===== config.mk =====
export PLATFORM = sky130hd
export DESIGN_NAME = frame_buf_rd_arbiter
export DESIGN_NICKNAME = d
export VERILOG_FILES = /design/src/rtl/frame_buf_pkg.sv /design/src/rtl/rd_tag_pipe.sv /design/src/rtl/frame_buf_rd_arbiter.sv
export SDC_FILE = /design/constraint.sdc
export NUM_CORES = 1
export LEC_CHECK = 0
export CAP_MARGIN = 0
export CELL_PAD_IN_SITES_DETAIL_PLACEMENT = 0
export CELL_PAD_IN_SITES_GLOBAL_PLACEMENT = 1
export CORE_UTILIZATION = 29
export DETAILED_ROUTE_END_ITERATION = 7
export PLACE_DENSITY = 0.87
export SLEW_MARGIN = 20
export SYNTH_ARGS = -nofsm -noshare
export SYNTH_HDL_FRONTEND = slang
export SYNTH_SLANG_ARGS = --single-unit

===== constraint.sdc =====
create_clock -name clk_50 -period 3.3 [get_ports clk_50]
set_clock_uncertainty 0.15 [all_clocks]
set_input_delay 0.99 -clock clk_50 [delete_from_list [all_inputs] [get_ports clk_50]]
set_output_delay 0.99 -clock clk_50 [all_outputs]
set_load 0.02 [all_outputs]

===== src/rtl/frame_buf_pkg.sv =====
// Shared frame buffer definitions: geometry, address width, read-port ids and
// the per-read tag carried through the RAM latency pipeline.
package frame_buf_pkg;

   localparam int H_RES   = 640;
   localparam int V_RES   = 480;
   localparam int AW      = 19;
   localparam int PIX_W   = 8;
   localparam int COORD_W = 10;

   localparam logic PORT_D = 1'b0;
   localparam logic PORT_P = 1'b1;

   typedef enum logic {
      ST_NORMAL = 1'b0,
      ST_FORCE  = 1'b1
   } arb_state_e;

   typedef struct packed {
      logic valid;
      logic id;
      logic oob;
   } rd_tag_t;

   function automatic logic [AW-1:0] lin_addr(input logic [COORD_W-1:0] x,
                                              input logic [COORD_W-1:0] y);
      return AW'(x) + AW'(y) * AW'(H_RES);
   endfunction

   function automatic logic coord_oob(input logic [COORD_W-1:0] x,
                                      input logic [COORD_W-1:0] y);
      return (int'(x) >= H_RES) || (int'(y) >= V_RES);
   endfunction

endpackage


===== src/rtl/rd_tag_pipe.sv =====
// Fixed-depth shift register that tracks each granted read (valid, port id,
// out-of-range flag) until its data leaves the frame buffer.
module rd_tag_pipe
   import frame_buf_pkg::*;
#(
   parameter int DEPTH = 3,
   parameter int W     = $bits(rd_tag_t)
) (
   input  logic         clk_50,
   input  logic         reset_n,
   input  logic [W-1:0] tag_in,
   output logic [W-1:0] tag_out
);

   logic [W-1:0] stage [DEPTH];

   always_ff @(posedge clk_50 or negedge reset_n) begin
      if (!reset_n) begin
         for (int i = 0; i < DEPTH; i++) stage[i] <= '0;
      end else begin
         stage[0] <= tag_in;
         for (int i = 1; i < DEPTH; i++) stage[i] <= stage[i-1];
      end
   end

   assign tag_out = stage[DEPTH-1];

endmodule


===== src/rtl/frame_buf_rd_arbiter.sv =====
// Two-port read arbiter for the frame buffer: display (D) has priority, the
// stereo port (P) is force-granted after MAX_WAIT consecutive blocked cycles.
module frame_buf_rd_arbiter
   import frame_buf_pkg::*;
#(
   parameter int RD_LAT   = 2,
   parameter int MAX_WAIT = 16
) (
   input  logic                            clk_50,
   input  logic                            reset_n,
   input  logic                            d_req,
   input  logic [COORD_W-1:0]              d_x,
   input  logic [COORD_W-1:0]              d_y,
   input  logic                            p_req,
   input  logic [COORD_W-1:0]              p_x,
   input  logic [COORD_W-1:0]              p_y,
   output logic                            d_gnt,
   output logic                            p_gnt,
   output logic                            d_rvalid,
   output logic                            p_rvalid,
   output logic [PIX_W-1:0]                d_rdata,
   output logic [PIX_W-1:0]                p_rdata,
   output logic                            p_forced,
   output logic [AW-1:0]                   mem_rd_addr,
   input  logic [PIX_W-1:0]                mem_q,
   output arb_state_e                      dbg_state,
   output logic [$clog2(MAX_WAIT+1)-1:0]   dbg_wait_cnt
);

   localparam int WCW = $clog2(MAX_WAIT + 1);

   // Handshake: a requester raises req with x/y and holds all three stable
   // until it sees gnt; the cycle with req && gnt is the accepted transfer.
   // A new request may follow immediately in the next cycle.

   arb_state_e      state;
   logic [WCW-1:0]  wait_cnt;
   logic [WCW-1:0]  wait_cnt_nxt;
   logic            force_p;
   logic            any_gnt;
   logic [COORD_W-1:0] sel_x;
   logic [COORD_W-1:0] sel_y;
   logic            sel_oob;
   logic [AW-1:0]   sel_addr;
   rd_tag_t         tag_in;
   rd_tag_t         tag_out;

   assign force_p  = (state == ST_FORCE) && p_req;
   assign p_gnt    = p_req && ((state == ST_FORCE) || !d_req);
   assign d_gnt    = d_req && !force_p;
   assign p_forced = force_p;
   assign any_gnt  = d_gnt || p_gnt;

   assign sel_x    = p_gnt ? p_x : d_x;
   assign sel_y    = p_gnt ? p_y : d_y;
   assign sel_oob  = coord_oob(sel_x, sel_y);
   assign sel_addr = lin_addr(sel_x, sel_y);

   always_comb begin
      wait_cnt_nxt = '0;
      if (p_req && !p_gnt) wait_cnt_nxt = wait_cnt + 1'b1;
   end

   // FORCE is entered in the same edge that makes wait_cnt reach MAX_WAIT,
   // so the override lands in the cycle after the MAX_WAIT-th blocked cycle.
   always_ff @(posedge clk_50 or negedge reset_n) begin
      if (!reset_n) begin
         state    <= ST_NORMAL;
         wait_cnt <= '0;
      end else begin
         wait_cnt <= wait_cnt_nxt;
         case (state)
            ST_NORMAL: if (wait_cnt_nxt == WCW'(MAX_WAIT)) state <= ST_FORCE;
            ST_FORCE:  state <= ST_NORMAL;
            default:   state <= ST_NORMAL;
         endcase
      end
   end

   // Out-of-range requests leave the address alone; their data is zeroed on return.
   always_ff @(posedge clk_50 or negedge reset_n) begin
      if (!reset_n) begin
         mem_rd_addr <= '0;
      end else if (any_gnt && !sel_oob) begin
         mem_rd_addr <= sel_addr;
      end
   end

   always_comb begin
      tag_in       = '0;
      tag_in.valid = any_gnt;
      tag_in.id    = p_gnt ? PORT_P : PORT_D;
      tag_in.oob   = any_gnt && sel_oob;
   end

   rd_tag_pipe #(
      .DEPTH (RD_LAT + 1),
      .W     ($bits(rd_tag_t))
   ) u_tag_pipe (
      .clk_50  (clk_50),
      .reset_n (reset_n),
      .tag_in  (tag_in),
      .tag_out (tag_out)
   );

   // rvalid comes straight from the last tag register and rdata from the RAM
   // output register, giving a fixed RD_LAT+1 cycle grant-to-response latency.
   assign d_rvalid = tag_out.valid && (tag_out.id == PORT_D);
   assign p_rvalid = tag_out.valid && (tag_out.id == PORT_P);
   assign d_rdata  = (d_rvalid && !tag_out.oob) ? mem_q : '0;
   assign p_rdata  = (p_rvalid && !tag_out.oob) ? mem_q : '0;

   assign dbg_state    = state;
   assign dbg_wait_cnt = wait_cnt;

endmodule


Yosys cells after proc, flatten, opt, wreduce, memory -nomap -nowiden
Index checks and enable logic that the tools add are counted.
{"block": "op_classes", "add_sub_neg": 2, "magnitude_cmp": 2, "n_reduce_logical": 18, "eq_ne": 1, "n_mux": 8, "bitwise": 2, "multipliers": 1}
{"operator": "$mux W10", "n": 2}
{"operator": "$add A10 B19 Y19", "n": 1}
{"operator": "$mux W8", "n": 2}
{"operator": "$mul A10 B3 Y12 const B", "n": 1}
{"operator": "$ge A10 B10 Y1 const B", "n": 1}
{"operator": "$ge A10 B9 Y1 const B", "n": 1}
{"operator": "$logic_and A1 B1 Y1", "n": 10}
{"operator": "$add A5 B1 Y5 const B", "n": 1}
{"operator": "$eq A5 B5 Y1 const B", "n": 1}
{"operator": "$logic_not A1 Y1", "n": 5}
{"operator": "$mux W5", "n": 1}
{"operator": "$logic_or A1 B1 Y1", "n": 3}
{"operator": "$mux W1", "n": 2}
{"operator": "$not A1 Y1", "n": 2}
{"operator": "$pmux W1 S2", "n": 1}
{"block": "totals", "register_bits": 34, "input_bits": 52, "output_inout_bits": 46, "elab_cells": 40}

Depth between registers and ports, before layout
Gate-level depths: netlist of the first run.
{"block": "logic_depth", "depth_word": 9, "mapped_depth": 14, "ltp_nobuf": 14}

Hierarchy
Synthesis of the first run repeated with hierarchy kept, for this count alone.
{"block": "unflattened", "hier_cells": 256, "area_unflattened_um2": 2413.6}
{"mod": "frame_buf_rd_arbiter", "cells_per_inst": 244, "instances": 1, "area_per_inst_um2": 2165.8, "seq_area_each_um2": 625.6}
{"mod": "rd_tag_pipe", "cells_per_inst": 12, "instances": 1, "area_per_inst_um2": 247.7, "seq_area_each_um2": 225.2}

Least setup slack after synthesis of the first run
OpenSTA, ideal clock, no wires.
{"block": "synth_path", "path_kind": "input to register", "startpoint": "input port d_req", "endpoint": "register mem_rd_addr[18]", "setup_slack_ns": -0.864, "t_required_ns": 3.054, "arrival_ns": 3.918, "setup_time_ns": 0.096, "n_path_buf": 0, "path_stages": 12, "cell_sequence": "nand2b_1 nand2_2 inv_2 mux2_2 ha_1 ha_1 fa_1 a211oi_1 nor2_1 o311a_1 o31a_1 o31ai_1"}
{"block": "synth_between", "elab_chain_cells": 8, "word_cells_on_any_way": 14, "classes_between": "1 x add/sub; 1 x mul; 2 x order compare; 2 x mux; 8 x reduce/logical"}
{"item": "start: declaration", "line_no": "frame_buf_rd_arbiter.sv:11", "rtl": "input logic d_req,"}
{"item": "$logic_not A1 Y1 (*)", "line_no": "frame_buf_rd_arbiter.sv:49", "rtl": "assign p_gnt = p_req && ((state == ST_FORCE) || !d_req);"}
{"item": "$logic_or A1 B1 Y1 (*)", "line_no": "frame_buf_rd_arbiter.sv:49"}
{"item": "$logic_and A1 B1 Y1 (*)", "line_no": "frame_buf_rd_arbiter.sv:49"}
{"item": "named net p_gnt", "line_no": "frame_buf_rd_arbiter.sv:18", "rtl": "output logic p_gnt,"}
{"item": "parallel branches: the longest is 5 deep, another holds $add A10 B19 Y19"}
{"item": "end signal: assignment", "line_no": "frame_buf_rd_arbiter.sv:85", "rtl": "mem_rd_addr <= sel_addr;"}
{"item": "end: declaration", "line_no": "frame_buf_rd_arbiter.sv:24", "rtl": "output logic [AW-1:0] mem_rd_addr,"}
Mark *: on every way through the listed nets, which the timed path passes.
A chain may end at the register's enable or synchronous reset.

Worst setup path after layout of the first run
{"block": "layout_path", "startpoint": "input port d_req", "endpoint": "register mem_rd_addr[18]"}
{"block": "layout_between", "elab_chain_cells": 8, "word_cells_on_any_way": 14, "classes_between": "1 x add/sub; 1 x mul; 2 x order compare; 2 x mux; 8 x reduce/logical"}
{"item": "parallel branches: the longest is 8 deep, another holds $add A10 B19 Y19"}
Several ways; the timed one is not identified.

==> summary.txt, run 1 <==
Power and ir drop
  • Leak pwr: 0.00200 uW
  • P per Cell Area: 442 nW/um2
  • Peak supply drop: 0.170 mV

STA
  • Hold Violations, Final: 0
  • Period utilisation layout: 108%
  • Count of pins over their slew limit: 0
  • Slew HR: 72.8%
  • Unrepaired setup endpoints after global routing: true
  • Post-route setup slack: -0.265 ns
  • Peak Freq: approximately 280 MHz
  • Fin crit period: 3.57 ns
  • Final hold slack: 0.199 ns
  • Final setup vio count: 5
  • Slew at the pin closest to its max-slew limit: just over 0.4 ns

Worst hold path
  • Worst min path class: reg -> reg

Clock tree
  • TritonCTS clock tree: built
  • CTS Buf Count: 5
  • Worst-Skew Late Latency: 0.28 ns
  • CTS Buffer Depth: 2
  • Clock root cell: clkbuf_8
  • Clock sink count: 34
  • CTS HTree Levels: 2
  • Worst-path clk slew: around 0.070 ns
  • Hold-fix buffers, CTS: 0

Finish
  • Area growth syn-to-layout: 77.0%
  • Layout Nets: 472
  • Share of cells above drive strength 1: between 20% and 30%
  • Fillers: 711
  • Most common cell after layout, fill and taps aside: clkdlybuf4s50_1
  • Non-Filler Instances: 507
  • Final Instance Area: about 4200 um2
  • Ant diodes: 0
  • Most frequent cells in the layout: 71 x clkdlybuf4s50_1, 52 x buf_4, 34 x dfrtp_1, 24 x nand2_1, 18 x and2_1

Placement
  • IO buf count: 97
  • Post-Place Setup Slack: -1.00 ns
  • Dpl cell area: between 3000 and 4000 um2
  • DP HPWL: 5310 um
  • Final GP Congestion: 0.872
  • Placed cell count: just under 500

GRT
  • First-pass GRT wire length: 10800 um
  • GRT overflow: 0
  • M2 GR Usage: between 20% and 30%
  • Most used routing layer: met2
  • Vias in the first global route: 2430
  • Largest net degree at the start of global routing: 35
  • GRT Overall Usage: 15.9%
  • Met3 usage: 3.04%
  • Met1 usage: 19.2%
  • Initial antenna violation count: 0

Critical path
  • Crit. Startpoint: d_req
  • CP arrival: 3.61 ns
  • Worst R2R Setup Slack: ~0.11 ns
  • Setup Crit Path Kind: in -> reg
  • Worst reg2reg path depth: 13
  • R2r startpoint: dbg_state$_DFF_PN0_
  • Reg2reg end: mem_rd_addr[18]$_DFFE_PN0P_
  • Crit Path Max Fanout: 7
  • Critical Path Start Type: input port
  • Crit end category: flop
  • Critical path data required time: approximately 3.3 ns
  • Critical Path End: mem_rd_addr[18]$_DFFE_PN0P_

Floorplan
  • Core footprint: just under 8000 um2
  • Starting Density: between 30% and 40%
  • Die Y: 92.6 um
  • Die area: 8580 um2
  • Die width: 92.6 um
  • Number of I/O pins: 98
  • Num rows: 32

Logic synthesis
  • Synth warnings: 0
  • Cell area after synthesis: 2380 um2
  • Post-synth EDFFs: 0
  • Cell count after synthesis: 249
  • Number of unique standard cell types used by synthesis: 52
  • FFs w/ async S/R, synth: 100%
  • Top_reg_cell synth: dfrtp_1
  • Syn_area_per_cell: between 9 and 10 um2
  • Sequential fraction of the synthesis area: between 30 and 40%
  • Syn nets: 317
  • Seq cells post-synth: 34

Drt
  • Wirelength per Cell: 13.2 um
  • DR iter-0 viols: 88
  • TritonRoute pass-1 iters: 5
  • Via density: 4.73
  • DRC: 0
  • DR vias: about 2400
  • Final ANT Viol Nets: 0
  • Drt total wl: 6710 um

Run status
  • Violated checks: setup timing
  • Status: complete, but fails checks

Run
  • Max Cap Viol: 0
registers in the layout, summed over array words and instances, names as in the netlist:
signal and flops:
dbg_state 1, dbg_wait_cnt 5, u_tag_pipe.tag_out 3, mem_rd_addr 19, u_tag_pipe.stage 6
worst min-delay path by stage:
stage / startpoint / end / slack, ns / depth (start not counted)
2_1_floorplan: u_tag_pipe.stage[6]$_DFF_PN0_ / u_tag_pipe.stage[3]$_DFF_PN0_ / 0.18 / 0
3_3_place_gp: u_tag_pipe.stage[4]$_DFF_PN0_ / u_tag_pipe.tag_out[1]$_DFF_PN0_ / 0.18 / 0
3_5_place_dp: u_tag_pipe.stage[4]$_DFF_PN0_ / u_tag_pipe.tag_out[1]$_DFF_PN0_ / 0.19 / 0
4_1_cts: u_tag_pipe.stage[3]$_DFF_PN0_ / u_tag_pipe.tag_out[0]$_DFF_PN0_ / 0.20 / 0
5_1_grt: u_tag_pipe.stage[3]$_DFF_PN0_ / u_tag_pipe.tag_out[0]$_DFF_PN0_ / 0.20 / 0
6_report: u_tag_pipe.stage[4]$_DFF_PN0_ / u_tag_pipe.tag_out[1]$_DFF_PN0_ / 0.20 / 0
area by class of cell:
class,instances,area [um2],share of cell area [%]
inverters,5,31.3,0.742
repair buffers,153,1420,33.6
well taps,102,128,3.03
clock buffers,7,86.3,2.05
multi-input cells,205,1700,40.3
flip-flops and latches,34,851,20.2
clock inverters,1,5.00,0.119
power breakdown:
part	leakage, uW	total (uW)	switching, uW	internal, uW
registers	0.000417	551	43.9	507
clock network	0.0000482	309	141	168
logic	0.00154	1010	471	534
metal layers:
metal | share of wire [%] | up-vias
met5 | 0 | -
met4 | 1.9 | 0
met3 | 9.1 | 11
met2 | 47 | 93
met1 | 42 | 1101
li1 | - | 1191
per-stage QoR:
| step | TNS [ns] | power, uW | utilization, % |
|---|---|---|---|
| floorplan | -1.40 | 1040 | - |
| global placement | -9.09 | 1490 | 50.1 |
| detailed placement | -9.94 | 1500 | 50.1 |
| CTS | -0.784 | 1830 | 52.3 |
| global route | -1.74 | 1990 | 53.7 |
| finish | -1.04 | 1870 | 53.7 |
cell usage after synthesis (2+ instances only):
master / number / area share [%]
nand3_1: 6 / 1.3
nand2_1: 25 / 3.9
mux2i_1: 12 / 5.0
nor2_1: 17 / 2.7
nor3b_1: 2 / 0.63
buf_2: 4 / 0.84
o21ai_0: 15 / 3.2
inv_1: 4 / 0.63
and2_1: 18 / 4.7
mux2_1: 4 / 1.9
xor2_1: 14 / 5.1
nand4_1: 4 / 1.1
nand2_2: 2 / 0.53
nor3_1: 2 / 0.42
fa_1: 2 / 1.7
ha_1: 14 / 7.4
nor4_1: 2 / 0.53
o21ai_1: 11 / 2.3
a21oi_1: 4 / 0.84
mux2_2: 7 / 3.3
dfrtp_1: 34 / 36
xnor2_1: 10 / 3.7
a21o_1: 2 / 0.63
nand2b_1: 3 / 0.79
nor2b_1: 4 / 1.1
critical path: stages:
cell and delay, ns:
buf_8 0.10, nand2b_4 0.08, nand2_8 0.07, inv_12 0.08
mux2i_4 0.24, inv_2 0.08, ha_4 0.25, ha_4 0.16
fa_2 0.37, a211oi_2 0.26, nor2_2 0.10, o311a_1 0.36
o31a_1 0.29, o31ai_1 0.18
cells by family (layout without fill, tap and decap cells):
kind of cell	count (synthesis)	after routing	synth area share, %
adder cells (fa/ha/maj)	16	16	9.03
AND/OR/NAND/NOR	93	93	20.5
multiplexers	24	24	10.8
buffers and inverters	10	166	1.79
flip-flops	34	34	35.7
XOR/XNOR	25	25	9.51
AO/OA/AOI/OAI	47	47	12.7
repair_timing:
item                                    in CTS  in global routing
endpoints found under the hold margin        0                  0
setup buffers                                7                  2
pin swaps                                   12                  6
gates resized for setup                     39                 19
endpoints found under the setup margin      24                 15
No activity file was read; power rests on OpenSTA's default activity.
==> inputs of run 2 (changes only) <==
--- a/config.mk
+++ b/config.mk
@@ -9,8 +9,10 @@
 export CELL_PAD_IN_SITES_DETAIL_PLACEMENT = 0
 export CELL_PAD_IN_SITES_GLOBAL_PLACEMENT = 1
 export CORE_UTILIZATION = 29
+export CTS_CLUSTER_SIZE = 16
 export DETAILED_ROUTE_END_ITERATION = 7
-export PLACE_DENSITY = 0.87
+export HOLD_SLACK_MARGIN = 0.02
+export PLACE_DENSITY_LB_ADDON = 0.1
 export SLEW_MARGIN = 20
 export SYNTH_ARGS = -nofsm -noshare
 export SYNTH_HDL_FRONTEND = slang
==> summary.txt, run 2 (same netlist as run 1, synthesis figures left out) <==
Run status
  • Status: complete, but fails checks
  • Violated checks: setup timing

STA
  • Final hold slack: 0.196 ns (-0.00331 ns)
  • Final setup vio count: 6 (+1)
  • Slew HR: 71.0% (-1.7 points)
  • Period utilisation layout: 108% (-0.18 points)
  • Peak Freq: 281 MHz (+0.16%)
  • Post-route setup slack: -0.260 ns (+0.00579 ns)
  • Setup TNS Final: -1.24 ns (-0.204 ns)
  • Slew at the pin closest to its max-slew limit: 0.435 ns (+0.0261 ns)
  • Fin crit period: 3.56 ns (-0.00579 ns)
  • Hold Violations, Final: 0 (unchanged)
  • Unrepaired setup endpoints after global routing: true
  • Count of pins over their slew limit: 0 (unchanged)

Drt
  • Wirelength per Cell: 12.9 um (-2.7%)
  • DRC: 0 (unchanged)
  • TritonRoute pass-1 iters: 4 (-1)
  • DR iter-0 viols: 51 (-42%)
  • Via density: 4.54 (-4.0%)
  • DR vias: 2301 (-4.0%)
  • Drt total wl: 6540 um (-2.7%)
  • Final ANT Viol Nets: 0 (unchanged)

Power and ir drop
  • Clock share of power: 17.4% (+0.8 points)
  • Logic pwr share: 52.9% (-1.0 points)
  • NetSw: 657 uW (+0.14%)
  • Peak supply drop: 0.167 mV (-2.0%)
  • Pwr Total: 1860 uW (-0.52%)
  • Leak pwr: 0.00195 uW (-2.5%)
  • P per Cell Area: 447 nW/um2 (+1.1%)
  • Cell Int Power: 1200 uW (-0.88%)
  • Reg power frac: 29.7% (+0.2 points)
  • Sw frac: 35.4% (+0.23 points)

Critical path
  • Crit end category: flop
  • Setup Crit Path Kind: in -> reg
  • Critical Path Start Type: input port
  • CP arrival: 3.58 ns (-0.03 ns)
  • Critical-path cell list: buf_8 -> nand2b_4 -> nand2_8 -> inv_12 -> mux2_4 -> ha_4 -> ha_4 -> fa_2 -> a211oi_4 -> nor2_2 -> buf_4 -> nor3_4 -> nand2_1 -> xnor2_1 -> mux2_4
  • Delay of the slowest critical-path stage: 0.37 ns (about the same)
  • Critical path data required time: 3.32 ns (-0.02 ns)
  • Crit Path Max Fanout: 8 (+1)
  • Worst reg2reg path depth: 14 (+1)
  • CP max stage cell: fa_2

Floorplan
  • Die Y: 92.6 um (unchanged)
  • Core footprint: 7850 um2 (unchanged)
  • Number of I/O pins: 98 (unchanged)
  • Num rows: 32 (unchanged)
  • Die area: 8580 um2 (unchanged)
  • Starting Density: 30.4% (unchanged)
  • Die width: 92.6 um (unchanged)

Placement
  • IO buf count: 97 (unchanged)
  • Final GP Congestion: 0.815 (-6.5%)
  • Post-Place Setup Slack: -1.03 ns (-0.0225 ns)
  • DP HPWL: 5290 um (-0.40%)

GRT
  • Largest net degree at the start of global routing: 35 (unchanged)
  • GRT Overall Usage: 15.8% (-0.098 points)
  • Vias in the first global route: 2286 (-5.9%)
  • GRT overflow: 0 (unchanged)
  • Initial antenna violation count: 1 (+1)
  • First-pass GRT wire length: 10700 um (-1.8%)

Clock tree
  • Worst-Skew Late Latency: 0.28 ns (about the same)
  • CTS HTree Levels: 2 (unchanged)
  • CTS Buf Count: 5 (unchanged)
  • Worst-path clk slew: 0.07 ns (about the same)
  • CTS Buffer Depth: 2 (unchanged)
  • Clock root cell: clkbuf_8
  • Clock sink count: 34 (unchanged)
  • TritonCTS clock tree: built

Run
  • Max Cap Viol: 0 (unchanged)

Finish
  • Area growth syn-to-layout: 74.2%
  • Post-layout util: 52.9% (-0.86 points)
  • Most common cell after layout, fill and taps aside: clkdlybuf4s50_1
  • Layout Nets: 471 (-0.21%)
  • Most frequent cells in the layout: 70 x clkdlybuf4s50_1, 53 x buf_4, 34 x dfrtp_1, 24 x nand2_1, 20 x dlygate4sd2_1
  • Biggest register: mem_rd_addr
  • Fillers: 745 (+4.8%)
  • Number of flip-flops under the largest register name: 19 (unchanged)
  • Share of cells above drive strength 1: 25.7% (-1.2 points)

Worst hold path
  • Hold path cells: 0 (unchanged)
  • Worst min path class: reg -> reg
## run 2: metal layers
layer	GRT usage, %	vias up	share of wire (%)
met5	0	-	0
met4	4.62	0	1.3
met3	3.94	7	7.7
met2	25.0	77	43
met1	21.2	1023	48
li1	-	1194	-
## run 2: area by class of cell
class,instances,area (um2),area share (%)
Sequential cell,34,851,20.5
Inverter,5,31.3,0.754
Clock buffer,6,82.6,1.99
Clock inverter,2,12.5,0.302
Tap cell,102,128,3.08
Antenna cell,1,2.50,0.0603
Multi-Input combinational cell,205,1650,39.7
Timing Repair Buffer,152,1400,33.7
## run 2: timing repair
action / in CTS / in global routing
hold buffers: 0 / 0
resized for setup: 35 / 14
setup buffers: 5 / 2
pin swaps: 10 / 6
setup endpoints to repair: 26 / 12
## run 2: per-stage QoR
step | instance area, um2 | cells
6_report | 4150 | 507
5_1_grt | 4150 | 507
4_1_cts | 4080 | 504
3_5_place_dp | 3950 | 491
3_3_place_gp | 3950 | 491
2_1_floorplan | 2490 | 249
## run 2: critical path, delay by kind of cell
family	cells	cell delay (ns)
adders and majority gates	3	0.75
muxes	2	0.57
and+or+nand+nor	5	0.53
buffers and inverters	3	0.33
AOI/OAI and AO/OA	1	0.28
xor gates and xnor gates	1	0.12
## run 2: power groups by stage
| stage | logic [uW] | registers (uW) | clock network [uW] |
|---|---|---|---|
| floorplan | 381 | 662 | 0 |
| global placement | 951 | 559 | 0 |
| detailed placement | 953 | 563 | 0 |
| CTS | 969 | 555 | 333 |
| global route | 1070 | 566 | 346 |
| finish | 982 | 552 | 322 |
## run 2: worst paths after layout
path | from | to | slack (ns)
min in group asynchronous | reset_n | mem_rd_addr[8]$_DFFE_PN0P_ | 0.97
max | d_req | mem_rd_addr[15]$_DFFE_PN0P_ | -0.26
max reg2reg | dbg_state$_DFF_PN0_ | mem_rd_addr[15]$_DFFE_PN0P_ | 0.10
min reg2reg | u_tag_pipe.stage[6]$_DFF_PN0_ | u_tag_pipe.stage[3]$_DFF_PN0_ | 0.20
min | u_tag_pipe.stage[6]$_DFF_PN0_ | u_tag_pipe.stage[3]$_DFF_PN0_ | 0.20
max in group asynchronous | reset_n | mem_rd_addr[7]$_DFFE_PN0P_ | 1.73
